File: src/rtl/dfi_pkg.sv
// Shared constants and helpers for the DFI datapath timing controller.
// Reset latencies match the legacy fixed-CL PHY so existing init sequences still line up.
package dfi_pkg;

  localparam int NPHASES_DEF = 2;
  localparam int RDLAT_RST   = 3;
  localparam int WRLAT_RST   = 1;

  // Saturate a requested latency into 1..max_lat; zero is not a usable tap.
  function automatic int clamp_lat(input int req, input int max_lat);
    if (req < 1) return 1;
    if (req > max_lat) return max_lat;
    return req;
  endfunction

endpackage

File: src/rtl/dfi_delay_line.sv
// Shift-register delay line with a runtime-selected output tap and every stage exposed.
// The asynchronous clear flushes in-flight strobes so nothing stale leaks out after reset.
module dfi_delay_line #(
  parameter int WIDTH = 1,
  parameter int DEPTH = 2,
  parameter int SEL_W = 4
) (
  input  logic                   clk,
  input  logic                   clr_n,
  input  logic [WIDTH-1:0]       din,
  input  logic [SEL_W-1:0]       sel,
  output logic [WIDTH-1:0]       dout,
  output logic [DEPTH*WIDTH-1:0] taps
);

  logic [WIDTH-1:0] pipe_p [DEPTH];

  // Stage 0 captures the input; stage i holds the value from i+1 edges ago.
  always_ff @(posedge clk or negedge clr_n) begin
    if (!clr_n) begin
      for (int i = 0; i < DEPTH; i++) pipe_p[i] <= '0;
    end else begin
      pipe_p[0] <= din;
      for (int i = 1; i < DEPTH; i++) pipe_p[i] <= pipe_p[i-1];
    end
  end

  always_comb begin
    dout = '0;
    for (int i = 0; i < DEPTH; i++) begin
      if (sel == SEL_W'(i)) dout = pipe_p[i];
    end
  end

  for (genvar g = 0; g < DEPTH; g++) begin : g_taps
    assign taps[g*WIDTH +: WIDTH] = pipe_p[g];
  end

endmodule

File: src/rtl/dfi_datapath_timer.sv
// DFI datapath timer: delays per-phase read enables into rddata_valid and shapes write
// enables into DQ/DQS output enables with preamble/postamble, flagging bus turnaround clashes.
module dfi_datapath_timer import dfi_pkg::*; #(
  parameter int NPHASES   = NPHASES_DEF,
  parameter int LAT_W     = 4,
  parameter int MAX_RDLAT = 15,
  parameter int MAX_WRLAT = 7
) (
  input  logic               sys_clk,
  input  logic               sys_rst_n,
  input  logic [LAT_W-1:0]   cfg_rdlat,
  input  logic [LAT_W-1:0]   cfg_wrlat,
  input  logic               err_clr,
  input  logic [NPHASES-1:0] dfi_rddata_en,
  input  logic [NPHASES-1:0] dfi_wrdata_en,
  output logic [NPHASES-1:0] dfi_rddata_valid,
  output logic               drive_dq,
  output logic               drive_dqs,
  output logic               dqs_postamble,
  output logic [LAT_W-1:0]   rdlat_active,
  output logic [LAT_W-1:0]   wrlat_active,
  output logic               busy,
  output logic               conflict
);

  // One extra write stage so the postamble tap exists at the deepest write latency.
  localparam int WR_DEPTH = MAX_WRLAT + 1;

  logic [LAT_W-1:0]           rd_clamped;
  logic [LAT_W-1:0]           wr_clamped;
  logic                       lat_load;
  logic [LAT_W-1:0]           rd_sel;
  logic [LAT_W-1:0]           wr_sel;
  logic [MAX_RDLAT*NPHASES-1:0] rd_taps;
  logic [WR_DEPTH-1:0]        wr_taps;
  logic                       wr_any;
  logic                       wr_pre;
  logic                       wr_post;
  logic                       conflict_set;

  assign rd_clamped = LAT_W'(clamp_lat(32'(cfg_rdlat), MAX_RDLAT));
  assign wr_clamped = LAT_W'(clamp_lat(32'(cfg_wrlat), MAX_WRLAT));

  // Latencies only move while both pipes are empty, so no strobe is ever re-timed mid-flight.
  assign lat_load = !busy && (dfi_rddata_en == '0) && (dfi_wrdata_en == '0);

  always_ff @(posedge sys_clk or negedge sys_rst_n) begin
    if (!sys_rst_n) begin
      rdlat_active <= LAT_W'(RDLAT_RST);
      wrlat_active <= LAT_W'(WRLAT_RST);
    end else if (lat_load) begin
      rdlat_active <= rd_clamped;
      wrlat_active <= wr_clamped;
    end
  end

  assign rd_sel = rdlat_active - LAT_W'(1);
  assign wr_sel = wrlat_active - LAT_W'(1);
  assign wr_any = |dfi_wrdata_en;

  // Read path: phase-preserving delay, tap at rdlat-1.
  dfi_delay_line #(
    .WIDTH (NPHASES),
    .DEPTH (MAX_RDLAT),
    .SEL_W (LAT_W)
  ) u_rd_line (
    .clk   (sys_clk),
    .clr_n (sys_rst_n),
    .din   (dfi_rddata_en),
    .sel   (rd_sel),
    .dout  (dfi_rddata_valid),
    .taps  (rd_taps)
  );

  // Write path: phases collapse to one burst bit; the main tap is the DQ enable.
  dfi_delay_line #(
    .WIDTH (1),
    .DEPTH (WR_DEPTH),
    .SEL_W (LAT_W)
  ) u_wr_line (
    .clk   (sys_clk),
    .clr_n (sys_rst_n),
    .din   (wr_any),
    .sel   (wr_sel),
    .dout  (drive_dq),
    .taps  (wr_taps)
  );

  // Preamble sits one stage ahead of the DQ tap, postamble one stage behind it.
  always_comb begin
    wr_pre  = 1'b0;
    wr_post = 1'b0;
    for (int i = 0; i < WR_DEPTH; i++) begin
      if (int'(wrlat_active) == i + 2) wr_pre  = wr_taps[i];
      if (int'(wrlat_active) == i)     wr_post = wr_taps[i];
    end
  end

  assign drive_dqs     = drive_dq | wr_pre;
  assign dqs_postamble = wr_post & ~drive_dq;
  assign busy          = (|rd_taps) | (|wr_taps);

  assign conflict_set = (drive_dqs | dqs_postamble) & (|dfi_rddata_valid);

  // Sticky error; a coincident set beats the clear.
  always_ff @(posedge sys_clk or negedge sys_rst_n) begin
    if (!sys_rst_n) conflict <= 1'b0;
    else            conflict <= conflict_set | (conflict & ~err_clr);
  end

endmodule

File: config.mk
export PLATFORM = sky130hd
export DESIGN_NAME = dfi_datapath_timer
export DESIGN_NICKNAME = d
export VERILOG_FILES = /design/src/rtl/dfi_pkg.sv /design/src/rtl/dfi_delay_line.sv /design/src/rtl/dfi_datapath_timer.sv
export SDC_FILE = /design/constraint.sdc
export NUM_CORES = 1
export LEC_CHECK = 0
export ABC_AREA = 0
export ABC_CLOCK_PERIOD_IN_PS = 7580
export CAP_MARGIN = 40
export CORE_AREA = 2 2 97 99
export DETAILED_ROUTE_END_ITERATION = 7
export DIE_AREA = 0 0 99 101
export HOLD_SLACK_MARGIN = 0.03
export PLACE_DENSITY = 0.39
export SYNTH_ARGS = -nofsm -noshare
export SYNTH_HDL_FRONTEND = slang
export SYNTH_HIERARCHICAL = 1
export SYNTH_SLANG_ARGS = --single-unit
File: constraint.sdc
create_clock -name sys_clk -period 7.58 [get_ports sys_clk]
set_clock_uncertainty 0.05 [all_clocks]
set_input_delay 1.516 -clock sys_clk [delete_from_list [all_inputs] [get_ports sys_clk]]
set_output_delay 1.516 -clock sys_clk [all_outputs]
set_load 0.1 [all_outputs]
==> impl_metrics.tcl, run 1 <==
set metrics [dict create \
    multi_input_area_um2 905 \
    setup_violations 0 \
    hold_viol 0 \
    cp.arrival_ns 3.75 \
    p_clk_share_pct 29.0 \
    max_slew.worst_pin.slew_ns 0.845 \
    yosysSeqAreaShare_pct 53.8 \
    cts_tree "built" \
    clkSinkCount 47 \
    crit_type "register to output pin" \
    p_sw_share_pct 30.8 \
    syn_nets 214 \
    grt_max_degree 48 \
    fp.coreArea_um2 8980 \
    avgSynthCellArea_um2 11.3 \
    final_net_count 256 \
    synthArstFlopShare_pct 100 \
    die_area_um2 10000 \
    synthCells 194 \
    clock_latency_ns 0.30 \
    drc_errors 0 \
    htreeDepth 2 \
    clk_path_buf_depth 2 \
    cp.required_ns 6.01 \
    via_per_inst 4.68 \
    start_kind "register" \
    rows 35 \
    comb_power_share_pct 19.5 \
    register_area_um2 1180 \
    fin_crit_ns 5.32 \
    path_clk_slew_ns 0.09 \
    period_share_pct 70.1 \
    ys_warn_count 6 \
    post_cts_resized 0 \
    vias 1628 \
    max-cap-violations 0 \
    hold_buffers 0 \
    vdd_ir_drop_max_mv 0.0615 \
    synth_edf_count 0 \
    status "finished, final reports clean" \
    fin_util_pct 32.3 \
    max_slew_margin_pct 43.5 \
    final_cell_mix "dfrtp_1, clkdlybuf4s50_1, o21ai_0, buf_8, inv_1" \
    fillers 900 \
    hpwlAfterDp_um 3880 \
    met3_length_um 190 \
    layout_commonest_cell "dfrtp_1" \
    first_pass_iters 4 \
    syn-cell-area_um2 2190 \
    drive_above_1_share_pct 18.1 \
    routabilityCongestion 0.790 \
    grt_remaining_overflow 0 \
    dieHeight_um 101 \
    dr_wl_met2_um 2570 \
    io_buffers 29 \
    root_buffer "clkbuf_8" \
    power.switching_mw 0.165 \
    wire_per_inst_um 15.4 \
    postCtsSetupBuffers 0 \
    topRoutingLayerUsed "met4" \
    grt_pass1_wl_um 9070 \
    cellPowerDensity_nw_per_um2 185 \
    wl_met1_um 2580 \
    synth-seq-cells 47 \
    worst_setup_path_end_kind "output pin" \
    grt_pass1_vias 1646 \
    crit_path_max_fanout 18 \
    antenna_left 0 \
    grt_antenna_before_repair 0 \
    ios 30 \
    start_util_pct 24.4 \
    drt-total-wl_um 5370 \
    p_seq_share_pct 51.4 \
    drt-initial-drc-count 169 \
    holdCritPathClass "register to register" \
    rsz0062_at_grt "no" \
    finalSetupTns_ns 0 \
    diodes 0 \
    syn_to_final_growth_pct 32.0 \
    drv_slew 0 \
    die_x_um 99 \
    dominantRegCellSynth "dfrtp_1" \
    leakage_nw 1.23 \
    p_int_mw 0.371 \
    numCtsBuffers 5 \
    track_usage_pct 11.6 \
    synth_cell_types 50 \
    max_freq_mhz 188 \
]
sequential cells by signal (all words and copies together), names as in the netlist:
signal and flops:
u_wr_line/taps 8, conflict 1, wrlat_active 4, rdlat_active 4, u_rd_line/taps 30
final cells by class:
| type | count | share of cell area [%] |
|---|---|---|
| Inverter | 13 | 1.68 |
| Tap cell | 111 | 4.79 |
| Clock inverter | 3 | 0.864 |
| Timing Repair Buffer | 45 | 18.3 |
| Clock buffer | 5 | 2.38 |
| Multi-Input combinational cell | 124 | 31.2 |
| Sequential cell | 47 | 40.7 |
Yosys cell counts (3+ instances only):
cell type / number / area share (%)
clkbuf_1: 3 / 0.51
xor2_1: 4 / 1.6
mux4_2: 3 / 3.1
a21oi_1: 10 / 2.3
o21ai_0: 14 / 3.2
buf_2: 3 / 0.68
ha_1: 5 / 2.9
mux2i_1: 7 / 3.2
nor2_1: 11 / 1.9
nor2b_1: 3 / 0.86
nand2_1: 11 / 1.9
nor3_1: 5 / 1.1
dfstp_2: 3 / 3.6
nand4_1: 3 / 0.86
inv_1: 12 / 2.1
a31oi_1: 3 / 0.86
nor4_1: 10 / 2.9
nand3_1: 3 / 0.68
buf_6: 3 / 1.5
dfrtp_1: 44 / 50
final timing paths:
check / cells after the start / slack [ns] / start / end
max: 9 / 2.26 / rdlat_active[0]$_DFFE_PN1P_ / dfi_rddata_valid[1]
min: 0 / 0.36 / u_rd_line/taps[15]$_DFF_PN0_ / u_rd_line/taps[17]$_DFF_PN0_
max reg2reg: 9 / 4.17 / rdlat_active[0]$_DFFE_PN1P_ / conflict$_DFF_PN0_
min reg2reg: 0 / 0.36 / u_rd_line/taps[15]$_DFF_PN0_ / u_rd_line/taps[17]$_DFF_PN0_
max in group asynchronous: 2 / 5.83 / sys_rst_n / conflict$_DFF_PN0_
min in group asynchronous: 2 / 1.25 / sys_rst_n / u_rd_line/taps[9]$_DFF_PN0_
power groups by stage:
stage               Clock (mW)  Combinational, mW  Sequential, mW
CTS                      0.163              0.106           0.276
global placement             0             0.0907           0.281
floorplan                    0             0.0500           0.289
detailed placement           0              0.106           0.281
finish                   0.156              0.105           0.276
global route             0.175              0.111           0.278
cell families (layout without fill, tap and decap cells):
kind of cell	after synthesis	count (layout)	synth area share, %
fa+ha+maj	5	5	2.85
flops	47	47	53.8
simple gates	58	58	14.9
xor+xnor	4	4	1.60
buf+inv	23	66	5.30
mux	13	13	8.49
compound gates	44	44	13.1
stage by stage:
| stage | hold WS (ns) | setup WS (ns) | area, µm² | cells | power (mW) |
|---|---|---|---|---|---|
| 2_1_floorplan | 0.319 | 0.637 | 2200 | 194 | 0.339 |
| 3_3_place_gp | 0.338 | 2.20 | 2560 | 325 | 0.372 |
| 3_5_place_dp | 0.340 | 2.60 | 2800 | 340 | 0.386 |
| 4_1_cts | 0.363 | 2.23 | 2900 | 348 | 0.545 |
| 5_1_grt | 0.378 | 1.88 | 2900 | 348 | 0.565 |
| 6_report | 0.357 | 2.26 | 2900 | 348 | 0.536 |
worst max-delay path: stages (launching register included):
cell and delay (ns):
dfstp_2 0.55, inv_1 0.27, ha_1 0.34, xor2_1 0.56, and3_1 0.26, a41oi_1 0.04, a221o_1 0.38, a221oi_2 0.28
clkdlybuf4s50_1 0.55, buf_8 0.20
per-layer routing:
| layer | up-vias | track usage, % |
|---|---|---|
| met2 | 37 | 18.2 |
| met1 | 795 | 16.4 |
| met5 | - | 0 |
| li1 | 792 | - |
| met3 | 4 | 2.36 |
| met4 | 0 | 3.16 |
Power figures use the tool's default switching activity.
==> inputs of run 2 (changes only) <==
Settings changed: ABC_CLOCK_PERIOD_IN_PS 7580 to 4850, PLACE_DENSITY 0.39 to 0.41.
Clock period 7.58 ns to 4.85 ns, I/O delays scaled along.
==> impl_metrics.tcl, run 2 (synthesis results as in run 1) <==
set metrics [dict create \
    antenna_left 0 \
    drc_errors 0 \
    r2r_start "rdlat_active[0]$_DFFE_PN1P_" \
    hold_depth 0 \
    grt_pass1_wl_um 8800 \
    max_slew_margin_pct 46.1 \
    htreeDepth 2 \
    path_cells "inv_1 -> ha_1 -> xor2_1 -> and3_1 -> a41oi_1 -> a221o_1 -> a221oi_2 -> buf_12" \
    fp.coreArea_um2 8980 \
    reg2reg_slack_ns 1.47 \
    critPathTopFamily "compound AO/OA/AOI/OAI gates" \
    fin_util_pct 31.9 \
    p_total_mw 0.838 \
    cp.arrival_ns 3.30 \
    slowest_delay_ns 0.55 \
    fin_cells 343 \
    grt_remaining_overflow 0 \
    syn_to_final_growth_pct 30.7 \
    drv_slew 0 \
    hold_buffers 0 \
    placed_cells 335 \
    holdCritPathClass "register to register" \
    grt_max_degree 31 \
    period_share_pct 89.1 \
    hold-worst-slack_ns 0.346 \
    first_pass_iters 4 \
    dieHeight_um 101 \
    r2r_cells 9 \
    start_util_pct 24.4 \
    worst_setup_path_end_kind "output pin" \
    dr_wl_met2_um 2520 \
    track_usage_pct 11.3 \
    largest_reg_flops 30 \
    max_slew.worst_pin.slew_ns 0.806 \
    cp.required_ns 3.83 \
    diodes 0 \
    numCtsBuffers 5 \
    holdPathEnd "u_rd_line/taps[14]$_DFF_PN0_" \
    max-cap-violations 0 \
    grt_antenna_before_repair 0 \
    crit_type "register to output pin" \
    finalSetupTns_ns 0 \
    hpwlAfterDp_um 3930 \
    vias 1593 \
    start_kind "register" \
    ios 30 \
    root_buffer "clkbuf_8" \
    die_x_um 99 \
    drt-initial-drc-count 50 \
    clock_latency_ns 0.30 \
    drt-total-wl_um 5280 \
    min-delay-start "u_rd_line/taps[12]$_DFF_PN0_" \
    post_cts_resized 0 \
    cts_tree "built" \
    cellPowerDensity_nw_per_um2 292 \
    fin_crit_ns 4.32 \
    met3_length_um 173 \
    routabilityCongestion 0.713 \
    postCtsSetupBuffers 0 \
    max_freq_mhz 231 \
    wire_per_inst_um 15.4 \
    hold_viol 0 \
    clk_path_buf_depth 2 \
    path_clk_slew_ns 0.09 \
    leakage_nw 1.21 \
    rows 35 \
    wl_met1_um 2490 \
    grt_pass1_vias 1621 \
    clkSinkCount 47 \
    setup_violations 0 \
    status "finished, final reports clean" \
    fillers 885 \
    layout_commonest_cell "dfrtp_1" \
    r2r_end "conflict$_DFF_PN0_" \
    io_buffers 29 \
    crit_path_max_fanout 18 \
    topRoutingLayerUsed "met4" \
    vdd_ir_drop_max_mv 0.103 \
    final_cell_mix "dfrtp_1, clkdlybuf4s50_1, o21ai_0, inv_1" \
    rsz0062_at_grt "no" \
    crit_buf_inv 2 \
    slowest_stage "xor2_1" \
    via_per_inst 4.64 \
    die_area_um2 10000 \
    final_net_count 251 \
    drive_above_1_share_pct 19.0 \
]
run 2: worst register-to-register path, stage by stage (launching register included):
cell	delay, ns
dfstp_2	0.54
inv_1	0.28
ha_1	0.40
inv_1	0.48
nor2_1	0.11
a221oi_1	0.27
a21oi_1	0.09
mux4_2	0.52
or3_1	0.41
o31a_1	0.12
run 2: per-stage QoR:
step,worst slack (ns),instance area [µm²]
after floorplan,0.00229,2230
after global placement,0.928,2590
after detailed placement,0.865,2770
after CTS,0.507,2870
after global routing,0.269,2870
final,0.529,2870
run 2: worst max-delay path by stage:
stage / start / end / slack (ns) / depth (start not counted)
final: rdlat_active[0]$_DFFE_PN1P_ / dfi_rddata_valid[1] / 0.53 / 8
after global routing: rdlat_active[0]$_DFFE_PN1P_ / dfi_rddata_valid[1] / 0.27 / 9
after CTS: rdlat_active[0]$_DFFE_PN1P_ / dfi_rddata_valid[1] / 0.51 / 8
after detailed placement: rdlat_active[0]$_DFFE_PN1P_ / dfi_rddata_valid[1] / 0.86 / 8
after global placement: wrlat_active[0]$_DFFE_PN1P_ / drive_dqs / 0.93 / 9
after floorplan: wrlat_active[0]$_DFFE_PN1P_ / drive_dqs / 0.002 / 8
run 2: area by class of cell:
class	count	area [µm²]	share of cell area, %
Sequential cell	47	1180	41.1
Multi-Input combinational cell	124	933	32.5
Timing Repair Buffer	40	468	16.3
Tap cell	111	139	4.84
Clock buffer	6	82.6	2.88
Inverter	13	48.8	1.70
Clock inverter	2	16.3	0.567
run 2: power breakdown:
| part | total [mW] | leakage (nW) | internal [mW] | switching, mW |
|---|---|---|---|---|
| registers | 0.431 | 0.533 | 0.411 | 0.0197 |
| clock network | 0.251 | 0.0474 | 0.116 | 0.134 |
| logic | 0.157 | 0.633 | 0.0591 | 0.0980 |
run 2: metal layers:
layer / global-route usage, % / up-vias
met5: 0 / -
met2: 17.7 / 35
li1: - / 778
met3: 1.73 / 8
met4: 4.53 / 0
met1: 15.7 / 772
